==> src/rtl/mips_pkg.sv <==
`default_nettype none
// ============================================================================
// Module   : mips_pkg
// Brief    : Shared MIPS constants: next-PC select codes, opcodes, reset PC.
// Revision : 1.0 - initial release
// ============================================================================
package mips_pkg;

  typedef enum logic [1:0] {
    PCSRC_ALU    = 2'b00,
    PCSRC_ALUOUT = 2'b01,
    PCSRC_JUMP   = 2'b10,
    PCSRC_HOLD   = 2'b11
  } pcsrc_e;

  localparam logic [5:0] OP_RTYPE = 6'h00;
  localparam logic [5:0] OP_J     = 6'h02;
  localparam logic [5:0] OP_BEQ   = 6'h04;
  localparam logic [5:0] OP_BNE   = 6'h05;
  localparam logic [5:0] OP_ADDI  = 6'h08;
  localparam logic [5:0] OP_LW    = 6'h23;
  localparam logic [5:0] OP_SW    = 6'h2B;

  localparam logic [31:0] DEFAULT_RESET_PC = 32'h0000_0000;

endpackage : mips_pkg
`default_nettype wire

==> src/rtl/fetch_datapath_if.sv <==
`default_nettype none
// ============================================================================
// Module   : fetch_datapath_if
// Brief    : Control/data bundle between main control and the fetch datapath.
// Revision : 1.0 - initial release
// ============================================================================
interface fetch_datapath_if #(
  parameter int WIDTH = 32,
  parameter int CNT_W = 32
);

  logic             PCWrite;
  logic             Branch;
  logic             NEF;
  logic             Zero;
  logic             IorD;
  logic             IRWrite;
  logic [1:0]       PCSrc;
  logic [WIDTH-1:0] ALUResult;
  logic [WIDTH-1:0] MemRdData;

  logic [WIDTH-1:0] MemAddr;
  logic [WIDTH-1:0] PC;
  logic [WIDTH-1:0] Instr;
  logic [5:0]       Op;
  logic [4:0]       Rs;
  logic [4:0]       Rt;
  logic [4:0]       Rd;
  logic [5:0]       Funct;
  logic [WIDTH-1:0] SignImm;
  logic [WIDTH-1:0] MemData;
  logic [WIDTH-1:0] ALUOut;
  logic [CNT_W-1:0] FetchCount;
  logic             PCMisalign;

  modport master (
    output PCWrite, Branch, NEF, Zero, IorD, IRWrite, PCSrc, ALUResult, MemRdData,
    input  MemAddr, PC, Instr, Op, Rs, Rt, Rd, Funct, SignImm, MemData, ALUOut,
           FetchCount, PCMisalign
  );

  modport slave (
    input  PCWrite, Branch, NEF, Zero, IorD, IRWrite, PCSrc, ALUResult, MemRdData,
    output MemAddr, PC, Instr, Op, Rs, Rt, Rd, Funct, SignImm, MemData, ALUOut,
           FetchCount, PCMisalign
  );

endinterface : fetch_datapath_if
`default_nettype wire

==> src/rtl/en_reg.sv <==
`default_nettype none
// ============================================================================
// Module   : en_reg
// Brief    : Parameterised-width register with load enable and async low reset.
// Revision : 1.0 - initial release
// ============================================================================
module en_reg #(
  parameter int           W         = 32,
  parameter logic [W-1:0] RESET_VAL = '0
) (
  input  wire logic         clk,
  input  wire logic         reset,
  input  wire logic         en,
  input  wire logic [W-1:0] d,
  output logic      [W-1:0] q
);

  always_ff @(posedge clk or negedge reset) begin
    if (!reset) begin
      q <= RESET_VAL;
    end else if (en) begin
      q <= d;
    end
  end

endmodule : en_reg
`default_nettype wire

==> src/rtl/fetch_datapath.sv <==
`default_nettype none
// ============================================================================
// Module   : fetch_datapath
// Brief    : Multicycle MIPS PC/IR/MDR/ALUOut datapath with decode and debug.
// Revision : 1.0 - initial release
// ============================================================================
module fetch_datapath
  import mips_pkg::*;
#(
  parameter int               WIDTH    = 32,
  parameter logic [WIDTH-1:0] RESET_PC = WIDTH'(DEFAULT_RESET_PC),
  parameter int               CNT_W    = 32
) (
  input wire logic         clk,
  input wire logic         reset,
  fetch_datapath_if.slave  bus
);

  localparam logic [CNT_W-1:0] C_CNT_ONE = {{(CNT_W-1){1'b0}}, 1'b1};

  logic             w_pc_en;
  logic [WIDTH-1:0] w_pc_next;
  logic [WIDTH-1:0] r_pc;
  logic [WIDTH-1:0] r_instr;
  logic [WIDTH-1:0] r_mdr;
  logic [WIDTH-1:0] r_alu_out;
  logic [CNT_W-1:0] r_fetch_count;
  logic             r_pc_misalign;

  // NEF inverts the branch sense: beq takes on Zero, bne on !Zero.
  assign w_pc_en = bus.PCWrite | (bus.Branch & (bus.Zero ^ bus.NEF));

  always_comb begin
    w_pc_next = r_pc;
    case (bus.PCSrc)
      PCSRC_ALU:    w_pc_next = bus.ALUResult;
      PCSRC_ALUOUT: w_pc_next = r_alu_out;
      PCSRC_JUMP:   w_pc_next = {r_pc[WIDTH-1:28], r_instr[25:0], 2'b00};
      PCSRC_HOLD:   w_pc_next = r_pc;
      default:      w_pc_next = r_pc;
    endcase
  end

  en_reg #(.W(WIDTH), .RESET_VAL(RESET_PC)) u_pc (
    .clk   (clk),
    .reset (reset),
    .en    (w_pc_en),
    .d     (w_pc_next),
    .q     (r_pc)
  );

  en_reg #(.W(WIDTH), .RESET_VAL('0)) u_ir (
    .clk   (clk),
    .reset (reset),
    .en    (bus.IRWrite),
    .d     (bus.MemRdData),
    .q     (r_instr)
  );

  en_reg #(.W(WIDTH), .RESET_VAL('0)) u_mdr (
    .clk   (clk),
    .reset (reset),
    .en    (1'b1),
    .d     (bus.MemRdData),
    .q     (r_mdr)
  );

  en_reg #(.W(WIDTH), .RESET_VAL('0)) u_alu_out (
    .clk   (clk),
    .reset (reset),
    .en    (1'b1),
    .d     (bus.ALUResult),
    .q     (r_alu_out)
  );

  // Debug state: the counter wraps naturally and the misalign flag is sticky.
  always_ff @(posedge clk or negedge reset) begin
    if (!reset) begin
      r_fetch_count <= '0;
      r_pc_misalign <= 1'b0;
    end else begin
      if (bus.IRWrite) begin
        r_fetch_count <= r_fetch_count + C_CNT_ONE;
      end
      if (w_pc_en && (w_pc_next[1:0] != 2'b00)) begin
        r_pc_misalign <= 1'b1;
      end
    end
  end

  assign bus.MemAddr    = bus.IorD ? r_alu_out : r_pc;
  assign bus.PC         = r_pc;
  assign bus.Instr      = r_instr;
  assign bus.Op         = r_instr[31:26];
  assign bus.Rs         = r_instr[25:21];
  assign bus.Rt         = r_instr[20:16];
  assign bus.Rd         = r_instr[15:11];
  assign bus.Funct      = r_instr[5:0];
  assign bus.SignImm    = {{(WIDTH-16){r_instr[15]}}, r_instr[15:0]};
  assign bus.MemData    = r_mdr;
  assign bus.ALUOut     = r_alu_out;
  assign bus.FetchCount = r_fetch_count;
  assign bus.PCMisalign = r_pc_misalign;

endmodule : fetch_datapath
`default_nettype wire

==> src/flat_wrapper.sv <==
// flat-port wrapper written by rule: the top's interface ports become plain ports
module fetch_datapath_flat import mips_pkg::*;
#(
  parameter int               WIDTH    = 32,
  parameter logic [WIDTH-1:0] RESET_PC = WIDTH'(DEFAULT_RESET_PC),
  parameter int               CNT_W    = 32
)
  (clk, reset, bus_PCWrite, bus_Branch, bus_NEF, bus_Zero, bus_IorD, bus_IRWrite, bus_PCSrc, bus_ALUResult, bus_MemRdData, bus_MemAddr, bus_PC, bus_Instr, bus_Op, bus_Rs, bus_Rt, bus_Rd, bus_Funct, bus_SignImm, bus_MemData, bus_ALUOut, bus_FetchCount, bus_PCMisalign);
  fetch_datapath_if #(.WIDTH(WIDTH), .CNT_W(CNT_W)) bus_i ();
  input wire logic clk;
  input wire logic reset;
  input wire logic [$bits(bus_i.PCWrite)-1:0] bus_PCWrite;
  input wire logic [$bits(bus_i.Branch)-1:0] bus_Branch;
  input wire logic [$bits(bus_i.NEF)-1:0] bus_NEF;
  input wire logic [$bits(bus_i.Zero)-1:0] bus_Zero;
  input wire logic [$bits(bus_i.IorD)-1:0] bus_IorD;
  input wire logic [$bits(bus_i.IRWrite)-1:0] bus_IRWrite;
  input wire logic [$bits(bus_i.PCSrc)-1:0] bus_PCSrc;
  input wire logic [$bits(bus_i.ALUResult)-1:0] bus_ALUResult;
  input wire logic [$bits(bus_i.MemRdData)-1:0] bus_MemRdData;
  output wire logic [$bits(bus_i.MemAddr)-1:0] bus_MemAddr;
  output wire logic [$bits(bus_i.PC)-1:0] bus_PC;
  output wire logic [$bits(bus_i.Instr)-1:0] bus_Instr;
  output wire logic [$bits(bus_i.Op)-1:0] bus_Op;
  output wire logic [$bits(bus_i.Rs)-1:0] bus_Rs;
  output wire logic [$bits(bus_i.Rt)-1:0] bus_Rt;
  output wire logic [$bits(bus_i.Rd)-1:0] bus_Rd;
  output wire logic [$bits(bus_i.Funct)-1:0] bus_Funct;
  output wire logic [$bits(bus_i.SignImm)-1:0] bus_SignImm;
  output wire logic [$bits(bus_i.MemData)-1:0] bus_MemData;
  output wire logic [$bits(bus_i.ALUOut)-1:0] bus_ALUOut;
  output wire logic [$bits(bus_i.FetchCount)-1:0] bus_FetchCount;
  output wire logic [$bits(bus_i.PCMisalign)-1:0] bus_PCMisalign;
  assign bus_i.PCWrite = bus_PCWrite;
  assign bus_i.Branch = bus_Branch;
  assign bus_i.NEF = bus_NEF;
  assign bus_i.Zero = bus_Zero;
  assign bus_i.IorD = bus_IorD;
  assign bus_i.IRWrite = bus_IRWrite;
  assign bus_i.PCSrc = bus_PCSrc;
  assign bus_i.ALUResult = bus_ALUResult;
  assign bus_i.MemRdData = bus_MemRdData;
  assign bus_MemAddr = bus_i.MemAddr;
  assign bus_PC = bus_i.PC;
  assign bus_Instr = bus_i.Instr;
  assign bus_Op = bus_i.Op;
  assign bus_Rs = bus_i.Rs;
  assign bus_Rt = bus_i.Rt;
  assign bus_Rd = bus_i.Rd;
  assign bus_Funct = bus_i.Funct;
  assign bus_SignImm = bus_i.SignImm;
  assign bus_MemData = bus_i.MemData;
  assign bus_ALUOut = bus_i.ALUOut;
  assign bus_FetchCount = bus_i.FetchCount;
  assign bus_PCMisalign = bus_i.PCMisalign;
  fetch_datapath #(.WIDTH(WIDTH), .RESET_PC(RESET_PC), .CNT_W(CNT_W)) u_core (.clk(clk), .reset(reset), .bus(bus_i));
endmodule
==> config.mk <==
export PLATFORM = sky130hd
export DESIGN_NAME = fetch_datapath_flat
export DESIGN_NICKNAME = d
export VERILOG_FILES = /design/src/rtl/mips_pkg.sv /design/src/rtl/fetch_datapath_if.sv /design/src/rtl/en_reg.sv /design/src/rtl/fetch_datapath.sv /design/src/flat_wrapper.sv
export SDC_FILE = /design/constraint.sdc
export NUM_CORES = 1
export LEC_CHECK = 0
export BUFFER_PORTS_ARGS = -buffer_cell sky130_fd_sc_hd__buf_4
export CORE_MARGIN = 3
export CORE_UTILIZATION = 48
export CTS_BUF_LIST = sky130_fd_sc_hd__clkbuf_2
export CTS_CLUSTER_SIZE = 14
export DETAILED_ROUTE_END_ITERATION = 8
export PLACE_DENSITY = 0.82
export SYNTH_ARGS = -nofsm -noshare
export SYNTH_HDL_FRONTEND = slang
export SYNTH_SLANG_ARGS = --single-unit
export TNS_END_PERCENT = 50
==> constraint.sdc <==
create_clock -name clk -period 2 [get_ports clk]
set_input_delay 0.1 -clock clk [delete_from_list [all_inputs] [get_ports clk]]
set_output_delay 0.1 -clock clk [all_outputs]
set_load 0.05 [all_outputs]
==> results.json, run 1 <==
{
  "grt_max_degree": 61,
  "fin_cells": 1122,
  "fmaxAchievable_mhz": 549.4,
  "antenna_found_initial": 1,
  "muxShareOfSynthArea": 0.2051,
  "synth_top_family_by_area": "multiplexers",
  "synthFlopType": "dfrtp_1",
  "start_util": 0.4951,
  "synthDistinctLibCells": 33,
  "yosysSeqAreaShare": 0.5818,
  "crit_path_end_kind": "flop",
  "synth_edf_count": 0,
  "clockPowerShare": 0.184,
  "post-route-period-util": 0.9100,
  "gp_congestion": 0.8815,
  "synth_adder_area_share": 0.001807,
  "hold_depth": 2,
  "ant_nets": 0,
  "dp_hpwl_um": 14690,
  "routed_via_density": 5.122,
  "numCtsBuffers": 17,
  "dr.pass1.iters": 5,
  "synth_xor_area_frac": 0.04047,
  "cts_max_level": 4,
  "switching_share": 0.4214,
  "nets": 1004,
  "drv_cap": 0,
  "r2r_cells": 5,
  "tightest_slew_ns": 0.6042,
  "fp.dieH_um": 126.1,
  "worstPathMaxFanout": 5,
  "stdcell_area_um2": 10710,
  "crit_path_start": "u_core.bus.FetchCount[1]",
  "wl_per_cell_um": 19.69,
  "rrSetupSlack_ns": 0.18,
  "grt.overflow.total": 0,
  "synthSimpleGateAreaFrac": 0.06594,
  "drive_gt1_frac": 0.5154,
  "dieWidth_um": 126.1,
  "synthArstFlopShare": 1.000,
  "num_rows": 43,
  "clk_path_buf_depth": 2,
  "portBuffers": 325,
  "status": "finished, final reports clean",
  "worstSetupPathType": "reg -> reg",
  "crit_required_ns": 2.62,
  "clock_sinks": 161,
  "multi_input_area_um2": 2352,
  "fin_tns_setup_ns": 0,
  "placed_cells": 966,
  "syn_area_um2": 6925,
  "syn_avg_cell_area_um2": 13.14,
  "dieArea_um2": 15910,
  "area.growth.synth_to_final_pct": 54.60,
  "regArea_um2": 4038,
  "vias": 5747,
  "ir_drop_uv": 716.5,
  "p_leak_nw": 5.258,
  "p_switching_w": 0.004058,
  "drt_iter0_drc": 337,
  "cts_tree": "done",
  "syn-num-nets": 602,
  "cp-start-kind": "flop",
  "intPower_w": 0.005571,
  "path_clk_slew_ns": 0.21,
  "ys_seq_elements": 161,
  "synth_cells": 527,
  "fin_skew_ns": 0.02414,
  "clock-root-buffer": "clkbuf_2",
  "grt_pass1_vias": 6138,
  "maxSlewViolCount": 0,
  "grt_pass1_wl_um": 34510,
  "wl_um": 22090,
  "rsz0062_at_grt": "false",
  "combPwrFrac": 0.407,
  "rr_startpoint": "u_core.bus.FetchCount[1]",
  "timing.hold.ws_ns": 0.08505,
  "drc": 0,
  "hold_violations": 0,
  "cp.arrival_ns": 2.44,
  "slew_headroom": 0.5972,
  "min-delay-start": "bus_ALUResult[11]",
  "fin_crit_ns": 1.820,
  "hold_path_end": "u_core.u_alu_out.q[11]",
  "power_density_nw_per_um2": 899.4,
  "pin_count": 326,
  "core-area_um2": 13990,
  "worst_skew_pair.late_latency_ns": 0.70,
  "p_seq_frac": 0.409,
  "r2r_end": "u_core.bus.FetchCount[30]",
  "fillers": 854,
  "yosys_warnings": 0,
  "synth_compound_gate_area_share": 0.02421,
  "final-setup-viol-count": 0,
  "grt_usage": 0.2758,
  "min_path_type": "in -> reg",
  "dpl_cell_area_um2": 9220
}
==> registers in the layout, indices dropped and copies added (netlist names) <==
signal and count:
u_core.u_mdr.q 32, u_core.bus.FetchCount 32, u_core.u_ir.q 32, u_core.u_pc.q 32, u_core.bus.PCMisalign 1, u_core.u_alu_out.q 32
==> how the worst max path moves through the flow <==
stage / to / slack (ns) / cells after the start
2_1_floorplan: u_core.bus.FetchCount[25] / 0.05 / 5
3_3_place_gp: u_core.bus.FetchCount[31] / 0.22 / 4
3_5_place_dp: u_core.bus.FetchCount[31] / 0.18 / 4
4_1_cts: bus_SignImm[28] / 0.02 / 1
5_1_grt: u_core.bus.FetchCount[30] / 0.04 / 5
6_report: u_core.bus.FetchCount[30] / 0.18 / 5
==> metrics by stage <==
step           utilization  total power (W)  worst slack, ns
3_3_place_gp        0.6591         0.007588           0.2233
4_1_cts             0.7647         0.009617          0.02321
6_report            0.7654         0.009629           0.1799
2_1_floorplan            -         0.006513          0.04761
3_5_place_dp        0.6591         0.007663           0.1769
5_1_grt             0.7654         0.009989          0.03960
==> kinds of logic (layout without fill, tap and decap cells) <==
logic type / count (synthesis) / in the layout
flops: 161 / 161
mux: 129 / 129
simple gates: 88 / 88
buf+inv: 85 / 499
xor+xnor: 32 / 32
compound gates: 31 / 31
fa+ha+maj: 1 / 1
other cells: 0 / 1
==> synthesized netlist by cell type, types with 3 or more instances <==
cell	instances	area share
buf_2	6	0.0043
nor4_1	4	0.0036
xnor2_1	15	0.019
buf_1	3	0.0016
mux2i_1	26	0.038
buf_4	60	0.065
and4_1	3	0.0038
nor2_1	8	0.0043
clkbuf_1	12	0.0065
nand4_1	5	0.0045
nor3_1	6	0.0043
and3_1	5	0.0045
dfrtp_1	161	0.58
o21ai_0	26	0.019
mux2_2	103	0.17
inv_1	3	0.0016
nand2_1	39	0.021
nand3_1	8	0.0058
xor2_1	17	0.021
==> power groups by stage <==
| stage | Sequential [W] | Combinational (W) | Clock (W) |
|---|---|---|---|
| finish | 0.00394 | 0.00392 | 0.00178 |
| detailed placement | 0.00398 | 0.00368 | 0 |
| global route | 0.00398 | 0.00406 | 0.00195 |
| CTS | 0.00392 | 0.00388 | 0.00181 |
| global placement | 0.00394 | 0.00365 | 0 |
| floorplan | 0.00501 | 0.00150 | 0 |
==> cell type report <==
class / count / share of cell area
clock inverters: 13 / 0.01356
clock buffers: 18 / 0.008414
flip-flops and latches: 161 / 0.3771
diodes: 1 / 0.0002337
inverters: 3 / 0.001052
repair buffers: 465 / 0.3589
well taps: 180 / 0.02104
multi-input cells: 281 / 0.2197
==> routing by layer <==
layer	wire length, µm	GRT usage
met3	1462	0.06573
met5	0	0
met2	11690	0.4911
met1	8228	0.3222
met4	707	0.1066
==> layout by cell type, fill, tap and decap left out, types with 2 or more instances in the layout <==
cell type	netlist	routed
nor3_1	6	6
nand3_1	8	8
xor2_1	17	17
and3_1	5	5
dlygate4sd3_1	0	124
dfrtp_2	0	7
buf_4	60	337
nor4_2	0	2
o21ai_0	26	26
a22o_1	2	2
buf_12	0	3
nor2_1	8	8
nand4_1	5	5
dfrtp_1	161	154
bufinv_16	0	3
and2_1	2	2
nand4b_1	2	2
inv_1	3	3
mux2i_1	26	26
clkinv_1	0	3
mux2_2	103	103
nand2_1	39	39
and4_1	3	3
clkinv_2	0	4
clkbuf_2	0	18
xnor2_1	15	15
nor4_1	4	2
clkinvlp_4	0	2
==> worst max-delay path, stage by stage (launching register included) <==
cell and delay, ns:
dfrtp_2 0.44, ha_1 0.17, nand4_1 0.25, nor4_1 0.50, nand4b_1 0.22, xnor2_1 0.17
==> repair_timing <==
item / CTS / global route
endpoints found under the hold margin: 296 / 0
setup buffers: 0 / 0
resized for setup: 0 / 2
hold buffers: 124 / 0
endpoints found under the setup margin: 0 / 20
Note: power is estimated with default switching activity, not from simulation.
==> inputs of run 2 (changes only) <==
--- a/config.mk
+++ b/config.mk
@@ -12,6 +12,7 @@
 export CTS_CLUSTER_SIZE = 14
 export DETAILED_ROUTE_END_ITERATION = 8
 export PLACE_DENSITY = 0.82
+export RECOVER_POWER = 50
 export SYNTH_ARGS = -nofsm -noshare
 export SYNTH_HDL_FRONTEND = slang
 export SYNTH_SLANG_ARGS = --single-unit
==> run 2 against run 1 <==
- via count up 0.17%
- clock-buffer cell count unchanged
- cell count unchanged
- critical path depth up 1
- sequential share of layout area up 0.39 points
- critical endpoint is now u_core.u_pc.q[20]
- clock skew down 0.00067 ns
- wire length down 0.40%
- sequential power about the same
- first-iteration DRC count up 5.0%
==> results.json, run 2 (synthesized netlist as in run 1, its figures left out) <==
{
  "status": "finished, final reports clean",
  "grt_max_degree": 61,
  "clock_sinks": 161,
  "fillers": 889,
  "portBuffers": 325,
  "grt.overflow.total": 0,
  "ir_drop_uv": 717.7,
  "crit_required_ns": 2.61,
  "crit_path_cell_trace": "dlygate4sd3_1 > clkbuf_2 > clkbuf_2 > mux2i_1 > o21ai_0 > mux2_2",
  "stdcell_area_um2": 10600,
  "wl_um": 22000,
  "min_path_type": "in -> reg",
  "fin_crit_ns": 1.860,
  "wl_per_cell_um": 19.61,
  "hold_violations": 0,
  "num_rows": 43,
  "core-area_um2": 13990,
  "worstSetupPathType": "in -> reg",
  "power_density_nw_per_um2": 906.0,
  "clock-root-buffer": "clkbuf_2",
  "cp_num_cells": 6,
  "cts_max_level": 4,
  "slowest_stage": "clkbuf_2",
  "maxSlewViolCount": 0,
  "ant_nets": 0,
  "p_total_w": 0.009601,
  "tightest_slew_ns": 0.8191,
  "area.growth.synth_to_final_pct": 53.03,
  "fin_skew_ns": 0.02347,
  "path_delay_family": "buffers and inverters",
  "routed_via_density": 5.131,
  "fmaxAchievable_mhz": 537.6,
  "p_leak_nw": 5.167,
  "numCtsBuffers": 17,
  "grt_pass1_vias": 6138,
  "r2r_cells": 4,
  "nets": 1004,
  "fp.dieH_um": 126.1,
  "worst_skew_pair.late_latency_ns": 0.71,
  "cp.arrival_ns": 2.47,
  "gp_congestion": 0.8815,
  "post-route-period-util": 0.9300,
  "path_clk_slew_ns": 0.21,
  "worstPathMaxFanout": 18,
  "final_cell_mix": "buf_4, dfrtp_1, dlygate4sd3_1, mux2_2, clkbuf_4",
  "final_util": 0.7576,
  "clk_path_buf_depth": 2,
  "grt_usage": 0.2758,
  "final-setup-viol-count": 0,
  "layout_setup_ws_ns": 0.1399,
  "cts_tree": "done",
  "layout_commonest_cell": "buf_4",
  "cp-start-kind": "primary input",
  "dieArea_um2": 15910,
  "slew_headroom": 0.4539,
  "fin_tns_setup_ns": 0,
  "vias": 5757,
  "crit_top_cell": "clkbuf_2",
  "rsz0062_at_grt": "false",
  "antenna_found_initial": 1,
  "dr.pass1.iters": 4,
  "drc": 0,
  "crit_path_end_kind": "flop",
  "drv_cap": 0,
  "crit_buf_inv": 3,
  "drt_iter0_drc": 354,
  "drive_gt1_frac": 0.4952,
  "hold_depth": 2,
  "start_util": 0.4951,
  "dp_hpwl_um": 14690,
  "dieWidth_um": 126.1,
  "max_stage_delay_ns": 0.65,
  "pin_count": 326,
  "pre_cts_slack_ns": 0.1769,
  "dpl_cell_area_um2": 9220,
  "cts_setup_buffers": 0,
  "grt_pass1_wl_um": 34510
}
==> run 2: cell count changes in the layout (fill, tap and decap cells not counted) <==
cell      delta
buf_12       -2
clkbuf_2     +5
buf_4       -70
buf_1        +1
clkbuf_1    +18
clkbuf_4    +48
==> run 2: final timing paths <==
check / slack (ns) / end / start
max: 0.14 / u_core.u_pc.q[20] / bus_PCSrc[1]
min: 0.09 / u_core.u_alu_out.q[11] / bus_ALUResult[11]
max reg2reg: 0.18 / u_core.bus.FetchCount[30] / u_core.bus.FetchCount[9]
min reg2reg: 0.51 / u_core.bus.FetchCount[31] / u_core.bus.FetchCount[31]
max in group asynchronous: 0.21 / u_core.bus.FetchCount[2] / reset
min in group asynchronous: 0.48 / u_core.u_mdr.q[22] / reset
==> run 2: metal layers <==
layer | GRT usage | wire length [µm] | share of wire
met3 | 0.06573 | 1518 | 0.069
met4 | 0.1066 | 752 | 0.034
met1 | 0.3222 | 8149 | 0.37
met5 | 0 | 0 | 0
met2 | 0.4911 | 11580 | 0.53
==> run 2: repair_timing <==
action	4_1_cts	5_1_grt
endpoints found under the hold margin	296	0
hold buffers	124	0
endpoints found under the setup margin	0	20
resized for setup	0	2
==> run 2: metrics by stage <==
step	cells	hold WS, ns
after floorplan	527	-0.1956
after global placement	966	0.1211
after detailed placement	966	0.1287
after CTS	1121	0.004704
after global routing	1122	0.02382
final	1122	0.09090
==> run 2: area by class of cell <==
type | instances | area (µm²) | share of cell area
flip-flops and latches | 161 | 4038 | 0.3810
diodes | 1 | 2.502 | 0.0002361
clock buffers | 18 | 90.09 | 0.008501
clock inverters | 13 | 145.1 | 0.01370
well taps | 180 | 225.2 | 0.02125
repair buffers | 465 | 3734 | 0.3523
multi-input cells | 281 | 2352 | 0.2220
inverters | 3 | 11.26 | 0.001063
==> run 2: report_power, final <==
| group | switching, W | internal, W |
|---|---|---|
| registers | 0.000353 | 0.00358 |
| clock network | 0.00111 | 0.000674 |
| logic | 0.00260 | 0.00128 |
| total | 0.00406 | 0.00554 |
